==> src/rtl/exec_step_ctrl.sv <==
// exec_step_ctrl: run/halt/single-step sequencer gating core progress via core_run
module exec_step_ctrl #(
  parameter int ADDR_W    = 8,
  parameter int CNT_W     = 16,
  parameter int START_RUN = 0
) (
  input  logic              clock,
  input  logic              reset,
  input  logic              run_req,
  input  logic              halt_req,
  input  logic              step_req,
  input  logic              bp_en,
  input  logic [ADDR_W-1:0] bp_addr,
  input  logic [ADDR_W-1:0] pc,
  input  logic              core_pc_en,
  input  logic              core_cycle,
  input  logic              core_hlt,
  input  logic              cnt_clr,
  output logic              core_run,
  output logic              halted,
  output logic [2:0]        halt_cause,
  output logic              step_done,
  output logic [CNT_W-1:0]  retire_cnt
);
  typedef enum logic [1:0] {HALT, RUN, STEP, DRAIN} state_t;
  state_t state, state_nx;
  logic [2:0] cause_nx;
  logic bdry, bp_skip, bp_hit, retire;
  assign bdry   = ~core_cycle;
  assign bp_hit = bp_en && pc == bp_addr && bdry && !bp_skip && state == RUN;
  assign retire = core_run & core_pc_en;
  always_comb begin
    state_nx = state;
    cause_nx = halt_cause;
    core_run = 1'b0;
    case (state)
      HALT: state_nx = step_req ? STEP : run_req ? RUN : HALT;
      RUN:
        if (bp_hit) begin
          state_nx = HALT;
          cause_nx = 3'd3;
        end else if (core_hlt && bdry) begin
          state_nx = HALT;
          cause_nx = 3'd4;
        end else if (halt_req && bdry) begin
          state_nx = HALT;
          cause_nx = 3'd1;
        end else begin
          core_run = 1'b1;
          state_nx = halt_req ? DRAIN : RUN;
        end
      STEP:
        if (core_hlt && bdry) begin
          state_nx = HALT;
          cause_nx = 3'd4;
        end else begin
          core_run = 1'b1;
          state_nx = core_pc_en ? HALT : STEP;
          cause_nx = core_pc_en ? 3'd2 : halt_cause;
        end
      default: begin
        core_run = 1'b1;
        state_nx = core_pc_en ? HALT : DRAIN;
        cause_nx = core_pc_en ? 3'd1 : halt_cause;
      end
    endcase
  end
  always_ff @(posedge clock or posedge reset) begin
    if (reset) begin
      state      <= (START_RUN != 0) ? RUN : HALT;
      halted     <= (START_RUN == 0);
      halt_cause <= 3'd0;
      step_done  <= 1'b0;
      retire_cnt <= '0;
      bp_skip    <= 1'b1;
    end else begin
      state      <= state_nx;
      halted     <= state_nx == HALT;
      halt_cause <= cause_nx;
      step_done  <= state == STEP && retire;
      retire_cnt <= cnt_clr ? '0 : retire_cnt + CNT_W'(retire);
      bp_skip    <= (state == HALT && state_nx != HALT) ? 1'b1 : retire ? 1'b0 : bp_skip;
    end
  end
endmodule

==> config.mk <==
export PLATFORM = sky130hd
export DESIGN_NAME = exec_step_ctrl
export DESIGN_NICKNAME = d
export VERILOG_FILES = /design/src/rtl/exec_step_ctrl.sv
export SDC_FILE = /design/constraint.sdc
export NUM_CORES = 1
export LEC_CHECK = 0
export ABC_AREA = 1
export CORE_MARGIN = 2
export CORE_UTILIZATION = 40
export CTS_BUF_LIST = sky130_fd_sc_hd__clkbuf_4 sky130_fd_sc_hd__clkbuf_8 sky130_fd_sc_hd__clkbuf_16
export DETAILED_ROUTE_END_ITERATION = 16
export GPL_ROUTABILITY_DRIVEN = 0
export HOLD_SLACK_MARGIN = 0.03
export PLACE_DENSITY = 0.82
export SLEW_MARGIN = 0
export SYNTH_ARGS = -nofsm -noshare
export SYNTH_HDL_FRONTEND = slang
export SYNTH_SLANG_ARGS = --single-unit
==> constraint.sdc <==
create_clock -name clock -period 7 [get_ports clock]
set_input_delay 2.1 -clock clock [delete_from_list [all_inputs] [get_ports clock]]
set_output_delay 2.1 -clock clock [all_outputs]
set_load 0.1 [all_outputs]
==> key figures, run 1 <==
STA
  – Ratio of final minimum period to clock period: 0.8033
  – Slew Limit Fails: 0
  – Post-route worst setup slack: 1.377 ns
  – Final setup violation count: 0
  – Max Clk Rate: 0.1778 GHz
  – Skew final: 0.01179 ns
  – Clock period minus final worst setup slack: 5.623 ns
  – Worst max-slew margin expressed relative to the limit: 0.3459
  – Actual transition at the worst max-transition pin: 0.9781 ns
  – Total negative slack: 0 ns
  – Setup repair after global routing missed its margin: no
  – Hold Violations, Final: 0

Drt
  – Detailed route wirelength on metal3: 117 um
  – Top routing layer in use: met4
  – Total number of vias: 1286
  – Post-detailed-route count of antenna-violating nets: 0
  – Wire length after detailed routing: 3008 um
  – Count of unresolved DRC violations after routing: 0
  – Starting DRT DRC Count: 97
  – Wl on met1: 1366 um
  – Detailed route wirelength on metal2: 1501 um
  – First-pass iteration count of the detailed router: 4
  – Routed wire per std cell: 10.67 um
  – Via count normalized by instance count: 4.560

Die
  – Full die area: 4006 um2
  – IO Pins: 48
  – Core area: 3363 um2
  – Die boundary height: 63.30 um
  – Row count: 21
  – DIE WIDTH: 63.30 um
  – Initial Utilization: 0.4182

Worst setup path
  – Worst setup EP type: output pin
  – Worst R2R Start: bp_skip
  – Crit path launch type: primary input
  – Critical register-to-register path endpoint: retire_cnt[14]
  – Register-to-Register Path Depth: 19
  – Category of the most critical setup path: in2out
  – Worst-path fanout max: 4
  – Required arrival time at the worst endpoint: 4.90 ns
  – Register-to-register path setup slack: 4.42 ns
  – CP Data Arrival Time: 3.52 ns

Final layout
  – Final-stage net count: 269
  – Diode insertion count for antenna repair: 0
  – Core Util, Final: 0.5889
  – Number of standard cells in the final layout excluding fillers: 282
  – Final Cell Area: 1981 um2
  – Layout Area Growth over Synthesis: 40.84%
  – Share of cells above drive strength 1: 0.06780

Synth
  – Share of synthesized registers carrying an async set or reset: 1.000
  – Netlist area before placement: 1406 um2
  – Mean Syn Cell Area: 7.561 um2
  – Library cells used by synthesis: 24
  – Most frequently used flop master after synthesis: sky130_fd_sc_hd__dfrtp_1
  – Yosys warns: 0
  – Number of enable-type register cells in the synthesized netlist: 0
  – Synthesized instance count: 186
  – Part of the Yosys area used for sequential elements: 0.4288
  – Synthesized flop and latch total: 24
  – Post-Synthesis Net Count: 218

Clock network
  – CTS Root Buffer Type: sky130_fd_sc_hd__clkbuf_4
  – Number of sinks handled by clock tree synthesis: 24
  – Post-CTS Setup Bufs: 0
  – TritonCTS clock tree: yes
  – Clock-pin transition on the worst setup and hold timing paths: 0.14 ns
  – TritonCTS Buffers: 3
  – Insertion delay of the later-clocked pin in the worst-skew pair: 0.32 ns
  – Deepest level of the CTS H-tree: 1
  – Clock Tree Buf Depth: 2
  – CTS Hold Buffers Added: 0
  – Post-cts sizing count: 0

GRT
  – First-pass GRT wire length: 5223 um
  – GR Overflow Total: 0
  – Total GRT Usage: 0.1619
  – Number of antenna violations at the first check in global routing: 0
  – Number of global-route vias before repair: 1216
  – Pin count of the biggest net entering global routing: 25

Placement
  – Detailed placer's ending HPWL: 2429 um
  – Placed cells: 278
  – Placed cell areas: 1928 um2
  – Worst setup slack before clock tree synthesis: 1.381 ns
  – Number of buffers added on ports: 47

Worst hold path
  – End point of the worst hold path: bp_skip
  – Hold WC Path Type: reg2reg
  – Launch point of the worst hold path: bp_skip
  – Hold path cells: 2

Pwr
  – Power per unit of standard cell area: 285.5 nW/um2
  – Worst-case vdd ir drop: 304.7 uV
  – Leakage: 0.0009305 uW

Status
  – Run status: finished, final reports clean

Run
  – Maximum capacitance violations: 0
[where the power goes]
part | internal (uW) | switching, uW
sequential | 164 | 13.1
combinational | 77.3 | 210
clock | 57.9 | 42.9
total | 299 | 266
[state kept, by name (all words and copies together) (netlist names)]
name	count
retire_cnt	16
halt_cause	3
state	2
bp_skip	1
halted	1
step_done	1
[area by class of cell]
type                    instances  area (um2)
clock buffers                   3       22.52
clock inverters                 1       30.03
fillers                       326        1383
inverters                      36       136.4
multi-input cells             125       663.1
flip-flops and latches         24       603.1
well taps                      46       57.56
repair buffers                 47       467.9
[worst max-delay path: stages]
cell and delay (ns):
sky130_fd_sc_hd__clkdlybuf4s50_1 0.42, sky130_fd_sc_hd__inv_1 0.09, sky130_fd_sc_hd__nand2_1 0.05, sky130_fd_sc_hd__nor2_1 0.08, sky130_fd_sc_hd__nand3_1 0.08, sky130_fd_sc_hd__nor2_1 0.10
sky130_fd_sc_hd__nand2_1 0.09, sky130_fd_sc_hd__nand3_1 0.14, sky130_fd_sc_hd__nand3_1 0.13, sky130_fd_sc_hd__buf_4 0.26
[synth_stat cells, types with 2 or more instances]
cell type                  n  area (um2)
sky130_fd_sc_hd__nor2_2    2       12.51
sky130_fd_sc_hd__dfrtp_1  22       550.5
sky130_fd_sc_hd__ha_1      6       75.07
sky130_fd_sc_hd__nand3_1   9       45.04
sky130_fd_sc_hd__xnor2_1   6       52.55
sky130_fd_sc_hd__xor2_1    2       17.52
sky130_fd_sc_hd__a21oi_1   9       45.04
sky130_fd_sc_hd__inv_1    35       131.4
sky130_fd_sc_hd__nor3_1    4       20.02
sky130_fd_sc_hd__nand4_1   2       12.51
sky130_fd_sc_hd__nor2_1   18       67.56
sky130_fd_sc_hd__nand2_2   2       12.51
sky130_fd_sc_hd__nand2_1  45       168.9
sky130_fd_sc_hd__dfstp_2   2       52.55
sky130_fd_sc_hd__o21ai_0  13       65.06
[per-stage QoR]
stage | hold WS, ns | power [uW]
final | 0.4879 | 565.5
after global routing | 0.5155 | 602.0
after CTS | 0.4924 | 570.2
after detailed placement | 0.4747 | 467.4
after global placement | 0.4682 | 464.5
after floorplan | 0.4470 | 395.2
[routing by layer]
metal,track usage,up-vias
met3,0.03393,2
met5,0,-
met1,0.1991,578
met4,0.04076,0
li1,-,680
met2,0.2886,26
[cell families after synthesis]
| group | share of synthesized area |
|---|---|
| simple gates | 0.2847 |
| flops | 0.4288 |
| compound gates | 0.08363 |
| fa+ha+maj | 0.05338 |
| buf+inv | 0.09964 |
| xor+xnor | 0.04982 |
[worst max path at each step]
stage | cells after the start | slack (ns) | end | startpoint
detailed placement | 10 | 1.38 | core_run | core_cycle
floorplan | 8 | 1.53 | core_run | core_cycle
CTS | 10 | 1.38 | core_run | core_cycle
global route | 10 | 1.20 | core_run | core_cycle
finish | 10 | 1.38 | core_run | core_cycle
global placement | 10 | 1.45 | core_run | core_cycle
[cell usage in the layout, fill, tap and decap left out]
cell | netlist | final
sky130_fd_sc_hd__xnor2_1 | 6 | 6
sky130_fd_sc_hd__nor4_1 | 1 | 1
sky130_fd_sc_hd__nand4_1 | 2 | 2
sky130_fd_sc_hd__nor3_2 | 1 | 1
sky130_fd_sc_hd__nand3b_1 | 1 | 1
sky130_fd_sc_hd__inv_1 | 35 | 35
sky130_fd_sc_hd__nor2_4 | 1 | 1
sky130_fd_sc_hd__clkinv_2 | 1 | 1
sky130_fd_sc_hd__nand3_1 | 9 | 9
sky130_fd_sc_hd__nor2_2 | 2 | 2
sky130_fd_sc_hd__buf_4 | 0 | 1
sky130_fd_sc_hd__nor3_4 | 1 | 1
sky130_fd_sc_hd__a21oi_1 | 9 | 9
sky130_fd_sc_hd__nor2_1 | 18 | 18
sky130_fd_sc_hd__xor2_1 | 2 | 2
sky130_fd_sc_hd__o21ai_0 | 13 | 13
sky130_fd_sc_hd__clkbuf_4 | 0 | 3
sky130_fd_sc_hd__nand2_2 | 2 | 2
sky130_fd_sc_hd__nand3_2 | 1 | 1
sky130_fd_sc_hd__ha_1 | 6 | 6
sky130_fd_sc_hd__o21a_1 | 1 | 1
sky130_fd_sc_hd__dfstp_2 | 2 | 2
sky130_fd_sc_hd__nand2_1 | 45 | 45
sky130_fd_sc_hd__nor3_1 | 4 | 4
sky130_fd_sc_hd__clkdlybuf4s50_1 | 0 | 46
sky130_fd_sc_hd__dfrtp_1 | 22 | 22
sky130_fd_sc_hd__bufinv_16 | 0 | 1
Note: power is estimated with default switching activity, not from simulation.
==> run 2: changes to the inputs <==
Clock period 7 ns to 5.65 ns, I/O delays scaled along.
==> run 2 against run 1 <==
Critical path depth unchanged. Clock power decreased by 27%. Sequential cell count unchanged. Worst hold slack improved by 0.0062 ns. Sequential power increased by 24%. Routed wire length decreased by 0.40%. Non-clock buffer count unchanged. Cell count decreased by 0.35%.
==> key figures, run 2 (same netlist as run 1, synthesis figures left out) <==
Worst setup path
  – Critical Path Start: core_cycle
  – Worst-path fanout max: 4 (unchanged)
  – Worst R2R Start: bp_skip
  – Crit path launch type: primary input
  – Register-to-Register Path Depth: 18 (-1)
  – CP Data Arrival Time: 3.10 ns (-0.42 ns)
  – Required arrival time at the worst endpoint: 3.95 ns (-0.95 ns)
  – Category of the most critical setup path: in2out
  – Worst setup EP type: output pin

Final layout
  – Share of cells above drive strength 1: 0.06383 (-0.003967)
  – Max reg flops: 16 (unchanged)
  – Diode insertion count for antenna repair: 0 (unchanged)
  – Fillcell total: 329 (+0.92%)
  – Most common cell after layout, fill and taps aside: sky130_fd_sc_hd__clkdlybuf4s50_1
  – Leading cell types in the layout, fill and taps excluded: sky130_fd_sc_hd__clkdlybuf4s50_1 (46), sky130_fd_sc_hd__nand2_1 (45), sky130_fd_sc_hd__inv_1 (35)
  – Core Util, Final: 0.5837 (-0.005209)
  – Final-stage net count: 269 (unchanged)
  – Top register by number of flip-flops: retire_cnt
  – Layout Area Growth over Synthesis: 39.59%
  – Registers with the highest flip-flop counts: retire_cnt (16), halt_cause (3), state (2)

Clock network
  – Insertion delay of the later-clocked pin in the worst-skew pair: 0.31 ns (about the same)
  – TritonCTS Buffers: 3 (unchanged)
  – Deepest level of the CTS H-tree: 1 (unchanged)
  – Clock Tree Buf Depth: 2 (unchanged)
  – Post-CTS Setup Bufs: 0 (unchanged)
  – Number of sinks handled by clock tree synthesis: 24 (unchanged)
  – Clock-pin transition on the worst setup and hold timing paths: 0.13 ns (about the same)
  – CTS Root Buffer Type: sky130_fd_sc_hd__clkbuf_4
  – Post-cts sizing count: 0 (unchanged)
  – TritonCTS clock tree: yes
  – CTS Hold Buffers Added: 0 (unchanged)

Drt
  – Wire length after detailed routing: 2996 um (-0.40%)
  – Count of unresolved DRC violations after routing: 0 (unchanged)
  – First-pass iteration count of the detailed router: 4 (unchanged)
  – Via count normalized by instance count: 4.562 (about the same)
  – Total number of vias: 1282 (-0.31%)
  – Routed wire per std cell: 10.66 um (about the same)
  – Starting DRT DRC Count: 62 (-36%)
  – Post-detailed-route count of antenna-violating nets: 0 (unchanged)

STA
  – Tightest hold margin: 0.4942 ns (+0.006234 ns)
  – Slew Limit Fails: 0 (unchanged)
  – Actual transition at the worst max-transition pin: 0.9772 ns (-0.0008453 ns)
  – Worst max-slew margin expressed relative to the limit: 0.3465 (+0.0005650)
  – Hold Violations, Final: 0 (unchanged)
  – Total negative slack: 0 ns (unchanged)
  – Clock period minus final worst setup slack: 4.791 ns
  – Ratio of final minimum period to clock period: 0.8479
  – Skew final: 0.006581 ns (-0.005205 ns)
  – Final setup violation count: 0 (unchanged)
  – Post-route worst setup slack: 0.8594 ns (-0.5176 ns)
  – Max Clk Rate: 0.2087 GHz
  – Setup repair after global routing missed its margin: no

GRT
  – Number of antenna violations at the first check in global routing: 0 (unchanged)
  – Total GRT Usage: 0.1682 (+0.006334)
  – GR Overflow Total: 0 (unchanged)
  – Pin count of the biggest net entering global routing: 25 (unchanged)
  – Number of global-route vias before repair: 1287 (+5.8%)
  – First-pass GRT wire length: 5375 um (+2.9%)

Die
  – Initial Utilization: 0.4182 (unchanged)
  – Die boundary height: 63.30 um (unchanged)
  – IO Pins: 48 (unchanged)
  – Core area: 3363 um2 (unchanged)
  – DIE WIDTH: 63.30 um (unchanged)
  – Full die area: 4006 um2 (unchanged)
  – Row count: 21 (unchanged)

Worst hold path
  – Hold path cells: 2 (unchanged)
  – Launch point of the worst hold path: bp_skip
  – Hold WC Path Type: reg2reg

Placement
  – Worst setup slack before clock tree synthesis: 0.8789 ns (-0.5021 ns)
  – Detailed placer's ending HPWL: 2438 um (+0.34%)
  – Number of buffers added on ports: 47 (unchanged)

Status
  – Run status: finished, final reports clean

Pwr
  – Worst-case vdd ir drop: 384.1 uV (+26%)
  – Power per unit of standard cell area: 337.9 nW/um2 (+18%)
  – Leakage: 0.0009204 uW (-1.1%)

Run
  – Maximum capacitance violations: 0 (unchanged)
==> run 2: cell count changes in the layout (fill, tap and decap cells not counted) <==
cell / previous run / this run
sky130_fd_sc_hd__buf_12: 0 / 1
sky130_fd_sc_hd__buf_4: 1 / 0
sky130_fd_sc_hd__bufinv_16: 1 / 0
==> run 2: final cells by class <==
cell class              instances  area [um2]  share of cell area
multi-input cells             125       663.1              0.3378
flip-flops and latches         24       603.1              0.3072
repair buffers                 47       480.5              0.2447
inverters                      36       136.4             0.06947
well taps                      46       57.56             0.02932
clock buffers                   3       22.52             0.01147
==> run 2: final timing paths <==
| path | to | slack, ns |
|---|---|---|
| min in group asynchronous | retire_cnt[15] | 1.87 |
| max in group asynchronous | step_done | 3.23 |
| worst max register to register | retire_cnt[14] | 3.00 |
| worst min-delay path | bp_skip | 0.49 |
| worst min register to register | bp_skip | 0.49 |
| worst max-delay path | core_run | 0.86 |
==> run 2: through the flow <==
stage | cell area (um2) | std cells | total power (uW)
after floorplan | 1406 | 186 | 489.7
after global placement | 1941 | 278 | 590.2
after detailed placement | 1941 | 278 | 592.2
after CTS | 1963 | 281 | 668.7
after global routing | 1963 | 281 | 707.0
final | 1963 | 281 | 663.4
==> run 2: worst max-delay path: stages <==
cell and delay, ns:
sky130_fd_sc_hd__clkdlybuf4s50_1 0.42, sky130_fd_sc_hd__inv_1 0.09, sky130_fd_sc_hd__nand2_1 0.05, sky130_fd_sc_hd__nor2_1 0.08
sky130_fd_sc_hd__nand3_1 0.08, sky130_fd_sc_hd__nor2_1 0.10, sky130_fd_sc_hd__nand2_1 0.10, sky130_fd_sc_hd__nand3_1 0.12
sky130_fd_sc_hd__nand3_1 0.16, sky130_fd_sc_hd__buf_12 0.21
==> run 2: power by group <==
| part | internal (uW) | switching [uW] |
|---|---|---|
| clock | 24.9 | 48.8 |
| sequential | 203 | 16.3 |
| combinational | 107 | 263 |
| total | 336 | 328 |
==> run 2: routing by layer <==
layer | up-vias | global-route usage | share of wire
li1 | 670 | - | -
met1 | 578 | 0.1998 | 0.45
met2 | 30 | 0.2979 | 0.49
met3 | 4 | 0.04643 | 0.045
met4 | 0 | 0.04620 | 0.011
met5 | - | 0 | 0
==> run 3: changes to the inputs <==
Clock period 5.65 ns to 4.67 ns, I/O delays scaled along.
==> run 3 against run 2 <==
Combinational power rose by 21%. Via count about the same. Sequential cell count stayed put. Highest routed layer unchanged. Clock power up 22%.
==> key figures, run 3 (same netlist as run 1, synthesis figures left out) <==
STA
  – Clock period minus final worst setup slack: 4.246 ns
  – Total negative slack: 0 ns (unchanged)
  – Max Clk Rate: 0.2355 GHz
  – Hold Violations, Final: 0 (unchanged)
  – Worst max-slew margin expressed relative to the limit: 0.3471 (+0.0006130)
  – Skew final: 0.002116 ns (-0.004465 ns)
  – Actual transition at the worst max-transition pin: 0.9763 ns (-0.0009157 ns)
  – Slew Limit Fails: 0 (unchanged)
  – Setup repair after global routing missed its margin: no
  – Final setup violation count: 0 (unchanged)
  – Ratio of final minimum period to clock period: 0.9093

Die
  – Initial Utilization: 0.4182 (unchanged)
  – Row count: 21 (unchanged)
  – Full die area: 4006 um2 (unchanged)
  – DIE WIDTH: 63.30 um (unchanged)
  – IO Pins: 48 (unchanged)
  – Die boundary height: 63.30 um (unchanged)
  – Core area: 3363 um2 (unchanged)

Worst setup path
  – CP most frequent cell: sky130_fd_sc_hd__nand3_1
  – Critical path's slowest cell: sky130_fd_sc_hd__clkdlybuf4s50_1
  – Category of the most critical setup path: in2out
  – WP buf/inv: 3 (unchanged)
  – Worst setup EP type: output pin
  – Worst-path fanout max: 4 (unchanged)
  – Crit-path cells: clkdlybuf4s50_1 > inv_1 > nand2_1 > nor2_1 > nand3_1 > nor2_1 > nand2_1 > nand3_1 > nand3_1 > buf_12
  – CP Data Arrival Time: 2.85 ns (-0.25 ns)
  – Register-to-Register Path Depth: 18 (unchanged)
  – Cell type group with the largest total delay on the critical path: buffers and inverters
  – Largest stage delay, worst path: 0.42 ns (about the same)
  – Required arrival time at the worst endpoint: 3.27 ns (-0.68 ns)
  – Crit path launch type: primary input
  – Stages on worst setup path: 10 (unchanged)

Final layout
  – Registers with the highest flip-flop counts: retire_cnt (16), halt_cause (3), state (2)
  – Layout Area Growth over Synthesis: 39.59% (unchanged)
  – Leading cell types in the layout, fill and taps excluded: sky130_fd_sc_hd__clkdlybuf4s50_1 (46), sky130_fd_sc_hd__nand2_1 (45), sky130_fd_sc_hd__inv_1 (35)
  – Share of cells above drive strength 1: 0.06383 (unchanged)
  – Max reg flops: 16 (unchanged)
  – FF+latch area: 603.1 um2 (unchanged)
  – Area occupied by multi-input gates: 663.1 um2 (unchanged)
  – Fillcell total: 333 (+1.2%)
  – Final-stage net count: 269 (unchanged)
  – Final Cell Area: 1963 um2 (unchanged)
  – Most common cell after layout, fill and taps aside: sky130_fd_sc_hd__clkdlybuf4s50_1
  – Top register by number of flip-flops: retire_cnt
  – Diode insertion count for antenna repair: 0 (unchanged)

Drt
  – Total number of vias: 1283 (+0.078%)
  – Starting DRT DRC Count: 44 (-29%)
  – Post-detailed-route count of antenna-violating nets: 0 (unchanged)
  – Via count normalized by instance count: 4.566 (about the same)
  – Wire length after detailed routing: 2970 um (-0.87%)
  – Routed wire per std cell: 10.57 um (-0.87%)
  – First-pass iteration count of the detailed router: 4 (unchanged)
  – Count of unresolved DRC violations after routing: 0 (unchanged)

Placement
  – Number of buffers added on ports: 47 (unchanged)
  – Detailed placer's ending HPWL: 2415 um (-0.91%)
  – Placed cell areas: 1941 um2 (unchanged)

Run
  – Maximum capacitance violations: 0 (unchanged)

Clock network
  – CTS Hold Buffers Added: 0 (unchanged)
  – Clock-pin transition on the worst setup and hold timing paths: 0.12 ns (about the same)
  – CTS Root Buffer Type: sky130_fd_sc_hd__clkbuf_4
  – Post-CTS Setup Bufs: 0 (unchanged)
  – Post-cts sizing count: 0 (unchanged)
  – Number of sinks handled by clock tree synthesis: 24 (unchanged)
  – Clock Tree Buf Depth: 2 (unchanged)
  – TritonCTS clock tree: yes
  – TritonCTS Buffers: 3 (unchanged)
  – Deepest level of the CTS H-tree: 1 (unchanged)
  – Insertion delay of the later-clocked pin in the worst-skew pair: 0.31 ns (about the same)

Pwr
  – Leakage: 0.0009204 uW (unchanged)
  – Power per unit of standard cell area: 408.6 nW/um2 (+21%)
  – Worst-case vdd ir drop: 442.8 uV (+15%)

GRT
  – First-pass GRT wire length: 5292 um (-1.5%)
  – Number of antenna violations at the first check in global routing: 0 (unchanged)
  – Total GRT Usage: 0.1669 (-0.001392)
  – GR Overflow Total: 0 (unchanged)
  – Pin count of the biggest net entering global routing: 25 (unchanged)
  – Number of global-route vias before repair: 1245 (-3.3%)

Status
  – Run status: finished, final reports clean

Worst hold path
  – Hold WC Path Type: reg2reg
  – Hold path cells: 2 (unchanged)
[run 3: layout make-up]
| cell class | count | area share |
|---|---|---|
| Timing Repair Buffer | 47 | 0.2447 |
| Tap cell | 46 | 0.02932 |
| Multi-Input combinational cell | 125 | 0.3378 |
| Sequential cell | 24 | 0.3072 |
| Inverter | 36 | 0.06947 |
| Clock buffer | 3 | 0.01147 |
[run 3: power breakdown]
| part | leakage, uW | internal, uW | switching (uW) |
|---|---|---|---|
| clock network | 0.0000138 | 30.2 | 59.5 |
| registers | 0.000323 | 246 | 19.7 |
| logic | 0.000584 | 130 | 317 |
| total | 0.000920 | 406 | 396 |
[run 3: path summary, 6_finish.rpt]
check	startpoint	endpoint	slack (ns)
worst min-delay path	bp_skip	bp_skip	0.49
max in group asynchronous	reset	step_done	2.56
min in group asynchronous	reset	retire_cnt[14]	1.57
worst min register to register	bp_skip	bp_skip	0.49
worst max-delay path	core_cycle	core_run	0.42
worst max register to register	bp_skip	retire_cnt[14]	2.02
[run 3: stage by stage]
stage	instances	setup slack [ns]	utilization	hold WS, ns	total power, uW
after floorplan	186	0.4808	-	0.4470	592.4
after global placement	278	0.5209	0.5770	0.4665	714.0
after detailed placement	278	0.4510	0.5770	0.4754	716.4
after CTS	281	0.4383	0.5837	0.4910	807.7
after global routing	281	0.2347	0.5837	0.5183	854.2
final	281	0.4236	0.5837	0.4922	802.2
[run 3: worst register-to-register path, cell delays in order, from the launching register on]
cell                      delay [ns]
sky130_fd_sc_hd__dfstp_2        0.56
sky130_fd_sc_hd__nor2_1         0.04
sky130_fd_sc_hd__nand3_1        0.07
sky130_fd_sc_hd__nor2_1         0.05
sky130_fd_sc_hd__nand2_1        0.10
sky130_fd_sc_hd__nand3_1        0.12
sky130_fd_sc_hd__nand3_1        0.18
sky130_fd_sc_hd__nand2_1        0.14
sky130_fd_sc_hd__inv_1          0.10
sky130_fd_sc_hd__ha_1           0.16
sky130_fd_sc_hd__nand2_1        0.07
sky130_fd_sc_hd__nor2_2         0.13
sky130_fd_sc_hd__nand2_2        0.10
sky130_fd_sc_hd__nor3_4         0.18
sky130_fd_sc_hd__nand3_2        0.15
sky130_fd_sc_hd__nor2_4         0.12
sky130_fd_sc_hd__nand2_2        0.07
sky130_fd_sc_hd__o21ai_0        0.16
sky130_fd_sc_hd__a21oi_1        0.06
[run 3: metal layers]
layer	share of wire	GRT usage	up-vias
li1	-	-	673
met1	0.47	0.2002	573
met2	0.48	0.2899	30
met3	0.038	0.04643	7
met4	0.012	0.05163	0
met5	0	0	-
